`src/rtl/ccd_frame_sequencer_pkg.sv`:
```
// ccd_pkg: shared types and default timing for the CCD frame sequencer.
//   ccd_state_e  - sequencer FSM state encoding
//   DEF_*        - default timing constants (cycles of clk)
//   load_val()   - converts a phase length into a down-counter load value
package ccd_pkg;

  localparam int TMR_W = 24;

  typedef enum logic [2:0] {
    IDLE     = 3'd0,
    PGATE    = 3'd1,
    L1       = 3'd2,
    RST      = 3'd3,
    SIG      = 3'd4,
    WAIT_ACK = 3'd5,
    EXPOSE   = 3'd6
  } ccd_state_e;

  localparam int DEF_NPIX      = 2052;
  localparam int DEF_TP_CYC    = 400;
  localparam int DEF_TL1_CYC   = 390;
  localparam int DEF_TRST_CYC  = 195;
  localparam int DEF_TSIG_CYC  = 195;
  localparam int DEF_TEXP_BASE = 1000;
  localparam int DEF_TSTEP     = 100000;
  localparam int DEF_ACK_TO    = 1024;

  // The timer stays in a state until it reaches zero, so a length of N
  // loads N-1. Zero is promoted to one cycle; lengths beyond the counter
  // range saturate at the largest count.
  function automatic logic [TMR_W-1:0] load_val(input logic [39:0] len);
    if (len == 40'd0)
      return '0;
    else if (len > 40'h00_0100_0000)
      return '1;
    else
      return TMR_W'(len - 40'd1);
  endfunction

endpackage

```
`src/rtl/ccd_frame_sequencer_if.sv`:
```
// Sequencer-side bundle: run control, ADC handshake and CCD clock outputs.
//   master: run control (enable, f_select) and ADC side (sample_ack)
//   slave : the sequencer (drives phases, sample_req, pix_idx, status)
interface ccd_frame_sequencer_if;
  logic        enable;
  logic [3:0]  f_select;
  logic        sample_ack;
  logic        phi_p;
  logic        phi_l1;
  logic        phi_l2;
  logic        phi_r;
  logic        sample_req;
  logic [11:0] pix_idx;
  logic        busy;
  logic        frame_done;
  logic        ack_err;

  modport master (
    output enable, f_select, sample_ack,
    input  phi_p, phi_l1, phi_l2, phi_r, sample_req, pix_idx, busy, frame_done, ack_err
  );

  modport slave (
    input  enable, f_select, sample_ack,
    output phi_p, phi_l1, phi_l2, phi_r, sample_req, pix_idx, busy, frame_done, ack_err
  );
endinterface

```
`src/rtl/ccd_frame_sequencer_phase_timer.sv`:
```
// ccd_phase_timer: loadable down counter timing each sequencer state.
//   clk, rst  - clock, synchronous active-high reset
//   load      - load load_val this cycle (takes priority over counting)
//   load_val  - start count
//   done      - count has reached zero
module ccd_phase_timer
  import ccd_pkg::*;
(
  input  logic             clk,
  input  logic             rst,
  input  logic             load,
  input  logic [TMR_W-1:0] load_val,
  output logic             done
);

  logic [TMR_W-1:0] cnt_q, cnt_d;

  always_comb begin
    cnt_d = cnt_q;
    if (load)
      cnt_d = load_val;
    else if (cnt_q != '0)
      cnt_d = cnt_q - 1'b1;
  end

  always_ff @(posedge clk) begin
    if (rst)
      cnt_q <= '0;
    else
      cnt_q <= cnt_d;
  end

  assign done = (cnt_q == '0);

endmodule

```
`src/rtl/ccd_frame_sequencer.sv`:
```
// ccd_frame_sequencer: CCD readout sequencer. Pulses the photogate, then for
// each pixel runs L1 / reset / signal phases and an ADC sample handshake,
// then waits out a selectable exposure before the next frame.
//   clk, rst - clock, synchronous active-high reset
//   bus      - ccd_frame_sequencer_if.slave (enable, f_select, sample_ack in;
//              phi_p/l1/l2/r, sample_req, pix_idx, busy, frame_done, ack_err out)
// Build option: CCD_SEQ_ACK_TIMEOUT_EN enables the sample-ack timeout and
// sticky ack_err; without it WAIT_ACK waits forever and ack_err is 0.
//
// state    | meaning
// IDLE     | stopped, all outputs low
// PGATE    | photogate pulse (phi_p, phi_r, phi_l2)
// L1       | transfer to output node (phi_l1)
// RST      | output node reset (phi_r, phi_l2)
// SIG      | signal settle (phi_l2)
// WAIT_ACK | ADC convert request until sample_ack
// EXPOSE   | integration wait, all phases low
module ccd_frame_sequencer
  import ccd_pkg::*;
#(
  parameter int NPIX      = DEF_NPIX,
  parameter int TP_CYC    = DEF_TP_CYC,
  parameter int TL1_CYC   = DEF_TL1_CYC,
  parameter int TRST_CYC  = DEF_TRST_CYC,
  parameter int TSIG_CYC  = DEF_TSIG_CYC,
  parameter int TEXP_BASE = DEF_TEXP_BASE,
  parameter int TSTEP     = DEF_TSTEP,
  parameter int ACK_TO    = DEF_ACK_TO
) (
  input logic                  clk,
  input logic                  rst,
  ccd_frame_sequencer_if.slave bus
);

  localparam logic [TMR_W-1:0] LD_TP   = load_val(40'(TP_CYC));
  localparam logic [TMR_W-1:0] LD_TL1  = load_val(40'(TL1_CYC));
  localparam logic [TMR_W-1:0] LD_TRST = load_val(40'(TRST_CYC));
  localparam logic [TMR_W-1:0] LD_TSIG = load_val(40'(TSIG_CYC));
  localparam logic [TMR_W-1:0] LD_ACK  = load_val(40'(ACK_TO));
  localparam logic [11:0]      LAST_PIX = (NPIX <= 1) ? 12'd0 : 12'(NPIX - 1);

  ccd_state_e       state_q, state_d;
  logic [3:0]       fsel_q, fsel_d;
  logic [11:0]      pix_q, pix_d;
  logic             phi_p_q, phi_p_d, phi_l1_q, phi_l1_d;
  logic             phi_l2_q, phi_l2_d, phi_r_q, phi_r_d;
  logic             req_q, req_d, busy_q, busy_d, fd_q, fd_d;
  logic             adv;
  logic             tmr_load, tmr_done;
  logic [TMR_W-1:0] tmr_ld_val;
  logic [39:0]      exp_len;
`ifdef CCD_SEQ_ACK_TIMEOUT_EN
  logic             err_q, err_d;
`endif

  ccd_phase_timer u_timer (
    .clk      (clk),
    .rst      (rst),
    .load     (tmr_load),
    .load_val (tmr_ld_val),
    .done     (tmr_done)
  );

  always_comb begin
    state_d = state_q;
    fsel_d  = fsel_q;
    pix_d   = pix_q;
    adv     = 1'b0;
`ifdef CCD_SEQ_ACK_TIMEOUT_EN
    err_d   = err_q;
`endif
    case (state_q)
      IDLE: begin
        if (bus.enable) begin
          fsel_d  = bus.f_select;
          pix_d   = '0;
          state_d = PGATE;
        end
      end
      PGATE:    if (tmr_done) state_d = L1;
      L1:       if (tmr_done) state_d = RST;
      RST:      if (tmr_done) state_d = SIG;
      SIG:      if (tmr_done) state_d = WAIT_ACK;
      WAIT_ACK: begin
        adv = bus.sample_ack;
`ifdef CCD_SEQ_ACK_TIMEOUT_EN
        if (!bus.sample_ack && tmr_done) begin
          adv   = 1'b1;
          err_d = 1'b1;
        end
`endif
        if (adv) begin
          // The last pixel always finishes the frame; an enable drop only
          // aborts at an earlier pixel boundary.
          if (pix_q == LAST_PIX) begin
            state_d = EXPOSE;
          end else if (!bus.enable) begin
            pix_d   = '0;
            state_d = IDLE;
          end else begin
            pix_d   = pix_q + 12'd1;
            state_d = L1;
          end
        end
      end
      EXPOSE: begin
        if (tmr_done) begin
          pix_d = '0;
          if (bus.enable) begin
            fsel_d  = bus.f_select;
            state_d = PGATE;
          end else begin
            state_d = IDLE;
          end
        end
      end
      default: state_d = IDLE;
    endcase

    exp_len = 40'(TEXP_BASE) + 40'(fsel_d) * 40'(TSTEP);

    tmr_load = (state_d != state_q);
    case (state_d)
      PGATE:    tmr_ld_val = LD_TP;
      L1:       tmr_ld_val = LD_TL1;
      RST:      tmr_ld_val = LD_TRST;
      SIG:      tmr_ld_val = LD_TSIG;
      WAIT_ACK: tmr_ld_val = LD_ACK;
      EXPOSE:   tmr_ld_val = load_val(exp_len);
      default:  tmr_ld_val = '0;
    endcase

    // Outputs are decoded from the next state so they line up with state_q.
    phi_p_d  = (state_d == PGATE);
    phi_l1_d = (state_d == L1);
    phi_r_d  = (state_d == PGATE) || (state_d == RST);
    phi_l2_d = (state_d == PGATE) || (state_d == RST) ||
               (state_d == SIG)   || (state_d == WAIT_ACK);
    req_d    = (state_d == WAIT_ACK);
    busy_d   = (state_d != IDLE);
    fd_d     = (state_q == WAIT_ACK) && (state_d == EXPOSE);
  end

  always_ff @(posedge clk) begin
    if (rst) begin
      state_q  <= IDLE;
      fsel_q   <= '0;
      pix_q    <= '0;
      phi_p_q  <= 1'b0;
      phi_l1_q <= 1'b0;
      phi_l2_q <= 1'b0;
      phi_r_q  <= 1'b0;
      req_q    <= 1'b0;
      busy_q   <= 1'b0;
      fd_q     <= 1'b0;
`ifdef CCD_SEQ_ACK_TIMEOUT_EN
      err_q    <= 1'b0;
`endif
    end else begin
      state_q  <= state_d;
      fsel_q   <= fsel_d;
      pix_q    <= pix_d;
      phi_p_q  <= phi_p_d;
      phi_l1_q <= phi_l1_d;
      phi_l2_q <= phi_l2_d;
      phi_r_q  <= phi_r_d;
      req_q    <= req_d;
      busy_q   <= busy_d;
      fd_q     <= fd_d;
`ifdef CCD_SEQ_ACK_TIMEOUT_EN
      err_q    <= err_d;
`endif
    end
  end

  assign bus.phi_p      = phi_p_q;
  assign bus.phi_l1     = phi_l1_q;
  assign bus.phi_l2     = phi_l2_q;
  assign bus.phi_r      = phi_r_q;
  assign bus.sample_req = req_q;
  assign bus.pix_idx    = pix_q;
  assign bus.busy       = busy_q;
  assign bus.frame_done = fd_q;
`ifdef CCD_SEQ_ACK_TIMEOUT_EN
  assign bus.ack_err    = err_q;
`else
  assign bus.ack_err    = 1'b0;
`endif

endmodule

```
`src/flat_wrapper.sv`:
```
// flat-port wrapper written by rule: the top's interface ports become plain ports
module ccd_frame_sequencer_flat import ccd_pkg::*;
#(
  parameter int NPIX      = DEF_NPIX,
  parameter int TP_CYC    = DEF_TP_CYC,
  parameter int TL1_CYC   = DEF_TL1_CYC,
  parameter int TRST_CYC  = DEF_TRST_CYC,
  parameter int TSIG_CYC  = DEF_TSIG_CYC,
  parameter int TEXP_BASE = DEF_TEXP_BASE,
  parameter int TSTEP     = DEF_TSTEP,
  parameter int ACK_TO    = DEF_ACK_TO
)
  (clk, rst, bus_enable, bus_f_select, bus_sample_ack, bus_phi_p, bus_phi_l1, bus_phi_l2, bus_phi_r, bus_sample_req, bus_pix_idx, bus_busy, bus_frame_done, bus_ack_err);
  ccd_frame_sequencer_if bus_i ();
  input logic clk;
  input logic rst;
  input wire logic [$bits(bus_i.enable)-1:0] bus_enable;
  input wire logic [$bits(bus_i.f_select)-1:0] bus_f_select;
  input wire logic [$bits(bus_i.sample_ack)-1:0] bus_sample_ack;
  output wire logic [$bits(bus_i.phi_p)-1:0] bus_phi_p;
  output wire logic [$bits(bus_i.phi_l1)-1:0] bus_phi_l1;
  output wire logic [$bits(bus_i.phi_l2)-1:0] bus_phi_l2;
  output wire logic [$bits(bus_i.phi_r)-1:0] bus_phi_r;
  output wire logic [$bits(bus_i.sample_req)-1:0] bus_sample_req;
  output wire logic [$bits(bus_i.pix_idx)-1:0] bus_pix_idx;
  output wire logic [$bits(bus_i.busy)-1:0] bus_busy;
  output wire logic [$bits(bus_i.frame_done)-1:0] bus_frame_done;
  output wire logic [$bits(bus_i.ack_err)-1:0] bus_ack_err;
  assign bus_i.enable = bus_enable;
  assign bus_i.f_select = bus_f_select;
  assign bus_i.sample_ack = bus_sample_ack;
  assign bus_phi_p = bus_i.phi_p;
  assign bus_phi_l1 = bus_i.phi_l1;
  assign bus_phi_l2 = bus_i.phi_l2;
  assign bus_phi_r = bus_i.phi_r;
  assign bus_sample_req = bus_i.sample_req;
  assign bus_pix_idx = bus_i.pix_idx;
  assign bus_busy = bus_i.busy;
  assign bus_frame_done = bus_i.frame_done;
  assign bus_ack_err = bus_i.ack_err;
  ccd_frame_sequencer #(.NPIX(NPIX), .TP_CYC(TP_CYC), .TL1_CYC(TL1_CYC), .TRST_CYC(TRST_CYC), .TSIG_CYC(TSIG_CYC), .TEXP_BASE(TEXP_BASE), .TSTEP(TSTEP), .ACK_TO(ACK_TO)) u_core (.clk(clk), .rst(rst), .bus(bus_i));
endmodule
```
`config.mk`:
```
export PLATFORM = sky130hd
export DESIGN_NAME = ccd_frame_sequencer_flat
export DESIGN_NICKNAME = d
export VERILOG_FILES = /design/src/rtl/ccd_frame_sequencer_pkg.sv /design/src/rtl/ccd_frame_sequencer_if.sv /design/src/rtl/ccd_frame_sequencer_phase_timer.sv /design/src/rtl/ccd_frame_sequencer.sv /design/src/flat_wrapper.sv
export SDC_FILE = /design/constraint.sdc
export NUM_CORES = 1
export LEC_CHECK = 0
export BUFFER_PORTS_ARGS = -buffer_cell sky130_fd_sc_hd__buf_4
export CORE_UTILIZATION = 55
export DETAILED_ROUTE_END_ITERATION = 7
export PLACE_DENSITY_LB_ADDON = 0.08
export RECOVER_POWER = 100
export SLEW_MARGIN = 20
export SYNTH_ARGS = -nofsm -noshare
export SYNTH_HDL_FRONTEND = slang
export SYNTH_HIERARCHICAL = 1
export SYNTH_SLANG_ARGS = --single-unit
```
`constraint.sdc`:
```
create_clock -name clk -period 5.9 [get_ports clk]
set_input_delay 0.59 -clock clk [delete_from_list [all_inputs] [get_ports clk]]
set_output_delay 0.59 -clock clk [all_outputs]
set_load 0.05 [all_outputs]
```
==> out/metrics.cfg <==
[status]
status = completed

[cells_and_area]
areaGrowthSynthToFinish_pct = 6.87
seqCellArea_um2 = 1000
diodes = 0
drive_above_1_share = 0.0490
multi_input_area_um2 = 2430
final.fill_count = 604
fin_nets = 503

[worst_hold_path]
hold_start = u_core/bus.pix_idx[8]$_SDFFE_PP0P_
hold-path-endpoint = u_core/bus.pix_idx[8]$_SDFFE_PP0P_
hold_path_class = reg2reg
min_path_cells = 2

[synthesis]
synthCells = 451
ys_seq_area_frac = 0.278
ys_types = 63
netlist_area_um2 = 3600
synth-seq-cells = 50
synth.avg_cell_area_um2 = 7.99
synth-edff-count = 0
synthTopCellsByArea = dfxtp_1 (28%), ha_1 (9.4%), xor2_1 (7.0%)
ys.flop_type = dfxtp_1
netlist.area_leader.share = 0.278
yosysTopAreaCell = dfxtp_1
ys_warn_count = 6
synthArstFlopShare = 0

[detailed_routing]
vias = 3124
firstDrtPassIters = 4
post_drt_wl_per_cell_um = 14.6
ant_nets = 0
drc = 0
via_per_inst = 5.72
wirelength_um = 7990
drt_iter0_markers = 232

[setup_path]
ff2ff_path_depth = 20
r2r_end = u_core/u_timer/cnt_q[16]$_SDFFE_PP0P_
critical_path_class = reg2reg
startpoint_type = flop
path_max_fanout = 7
critPathRequiredTime_ps = 6150
r2r_slack_ps = 700
cp-end-kind = flop
critical_path_arrival_ps = 5440
regToRegStartpoint = u_core/u_timer/cnt_q[4]$_SDFFE_PP0P_

[floorplanning]
core_um2 = 6350
start_util = 0.568
die-area_um2 = 6880
die_h_um = 83.0
die_w_um = 83.0
rows = 29
io_pins = 28

[clock_network]
cts_buffers = 5
htreeDepth = 2
cts_repair_resize_count = 0
cts_num_sinks = 50
tritoncts = built
cts_setup_buffers = 0
root_buffer = clkbuf_8
clkTransAtPathRegs_ps = 100
worstSkewPairLatency_ps = 310
ctsHoldBuffers = 0
clk_path_buf_depth = 2

[pwr]
powerDensity_nw_per_um2 = 517
ir_worst_vdd_mv = 0.256
p_leak_nw = 1.58

[placement]
port_buffers = 26
dpl.hpwl_um = 5900
gp_congestion = 0.884

[grt]
grt_overflow_total = 0
antenna_found_initial = 0
grt_pass1_wl_um = 13300
grt_max_degree = 27
grt_use_total = 0.232
grt_pass1_vias = 2861

[timing]
grt_setup_unrepaired = no
fin_crit_ps = 5200
fin_skew_ps = 8.07
worst_pin_slew_ps = 936
min_period_over_period = 0.881
setup_viol = 0
finalHoldViolCount = 0
slew_violations = 0
max_freq_mhz = 192
relSlewSlack = 0.375
fin_hold_ws_ps = 520
tns_ps = 0

[flow_run]
max_cap_violations = 0

==> cell usage in the layout, fill, tap and decap left out, types with 5 or more instances in the layout <==
cell,instances
mux2i_1,7
nor2b_1,11
and3_1,7
nor3b_1,7
dfxtp_1,50
nor2_1,43
nand2b_1,8
xor2_1,29
nor3_1,14
clkbuf_8,6
a21oi_1,24
ha_1,27
nand2_1,42
clkbuf_1,22
or3_1,11
buf_4,8
xnor2_1,18
inv_1,15
or4_1,5
nand4_1,7
o21ai_0,26
nand3_1,11
==> sequential cells by signal, indices dropped and copies added (netlist names) <==
signal	flops
u_core/fsel_q	4
u_core/bus.phi_l2	1
u_core/bus.busy	1
u_core/state_q	3
u_core/bus.frame_done	1
u_core/bus.phi_l1	1
u_core/bus.pix_idx	12
u_core/bus.sample_req	1
u_core/bus.phi_p	1
u_core/u_timer/cnt_q	24
u_core/bus.phi_r	1
==> metal layers <==
layer	track usage	share of wire	up-vias
met5	0	0	-
met4	0.0690	0.013	0
met3	0.0318	0.038	7
met2	0.373	0.44	54
met1	0.324	0.50	1451
li1	-	-	1612
==> worst max-delay path, stage by stage (launching register included) <==
cell      delay [ps]
dfxtp_1          350
or4_1            640
and4bb_1         360
and3_1           220
and3_1           190
o21ai_2          100
mux2_1           420
ha_1             250
xnor2_1          130
ha_1             170
a21o_1           150
ha_1             350
a211oi_1         370
nor2_1           110
xnor2_1          200
nor3_1           380
a21oi_1          140
or3_1            320
a21oi_1          150
nand2_1           60
o21ai_0           70
==> report_power, final <==
| group | switching, mW | leakage (nW) | internal, mW |
|---|---|---|---|
| combinational | 0.744 | 1.11 | 0.483 |
| sequential | 0.0819 | 0.408 | 0.422 |
| clock | 0.123 | 0.0618 | 0.140 |
==> cell usage after synthesis, types with 5 or more instances <==
cell type,n
nor3b_1,7
or3_1,11
a21oi_1,24
nor3_1,14
or4_1,5
nand3_1,11
nand2b_1,8
dfxtp_1,50
nor2_1,43
clkbuf_1,11
o21ai_0,26
inv_1,15
buf_2,5
mux2i_1,7
nand2_1,42
xnor2_1,18
xor2_1,29
and2_1,5
nor2b_1,11
nand4_1,7
and3_1,7
ha_1,27
==> cell type report <==
| cell class | instances | area share |
|---|---|---|
| clock inverters | 2 | 0.0101 |
| clock buffers | 6 | 0.0214 |
| repair buffers | 30 | 0.0370 |
| multi-input cells | 365 | 0.631 |
| well taps | 77 | 0.0250 |
| flip-flops and latches | 50 | 0.260 |
| inverters | 16 | 0.0156 |
==> through the flow <==
stage | utilization | cells | setup slack (ps) | power (mW) | area, um2
floorplan | - | 453 | 618 | 1.50 | 3610
global placement | 0.601 | 538 | 972 | 1.72 | 3810
detailed placement | 0.601 | 538 | 885 | 1.74 | 3810
CTS | 0.620 | 546 | 841 | 2.00 | 3940
global route | 0.607 | 546 | 298 | 2.16 | 3850
finish | 0.607 | 546 | 704 | 1.99 | 3850
==> how the worst max path moves through the flow <==
stage | from | end | slack (ps) | cells after the start
finish | u_core/u_timer/cnt_q[4]$_SDFFE_PP0P_ | u_core/u_timer/cnt_q[16]$_SDFFE_PP0P_ | 700 | 20
global route | u_core/u_timer/cnt_q[4]$_SDFFE_PP0P_ | u_core/u_timer/cnt_q[16]$_SDFFE_PP0P_ | 300 | 20
CTS | u_core/u_timer/cnt_q[4]$_SDFFE_PP0P_ | u_core/u_timer/cnt_q[16]$_SDFFE_PP0P_ | 840 | 20
detailed placement | u_core/u_timer/cnt_q[4]$_SDFFE_PP0P_ | u_core/u_timer/cnt_q[16]$_SDFFE_PP0P_ | 880 | 20
global placement | u_core/u_timer/cnt_q[4]$_SDFFE_PP0P_ | u_core/u_timer/cnt_q[19]$_SDFFE_PP0P_ | 970 | 20
floorplan | u_core/u_timer/cnt_q[4]$_SDFFE_PP0P_ | u_core/u_timer/cnt_q[16]$_SDFFE_PP0P_ | 620 | 25
==> kinds of logic (layout without fill, tap and decap cells) <==
logic type      after synthesis  after routing  synth area share
xor+xnor                     47             47             0.114
compound gates               87             87             0.155
other cells                   1              3           0.00104
mux                          10             10            0.0288
simple gates                191            191             0.279
flops                        50             50             0.278
fa+ha+maj                    27             27            0.0937
buf+inv                      38             54            0.0500
Power figures use the tool's default switching activity.
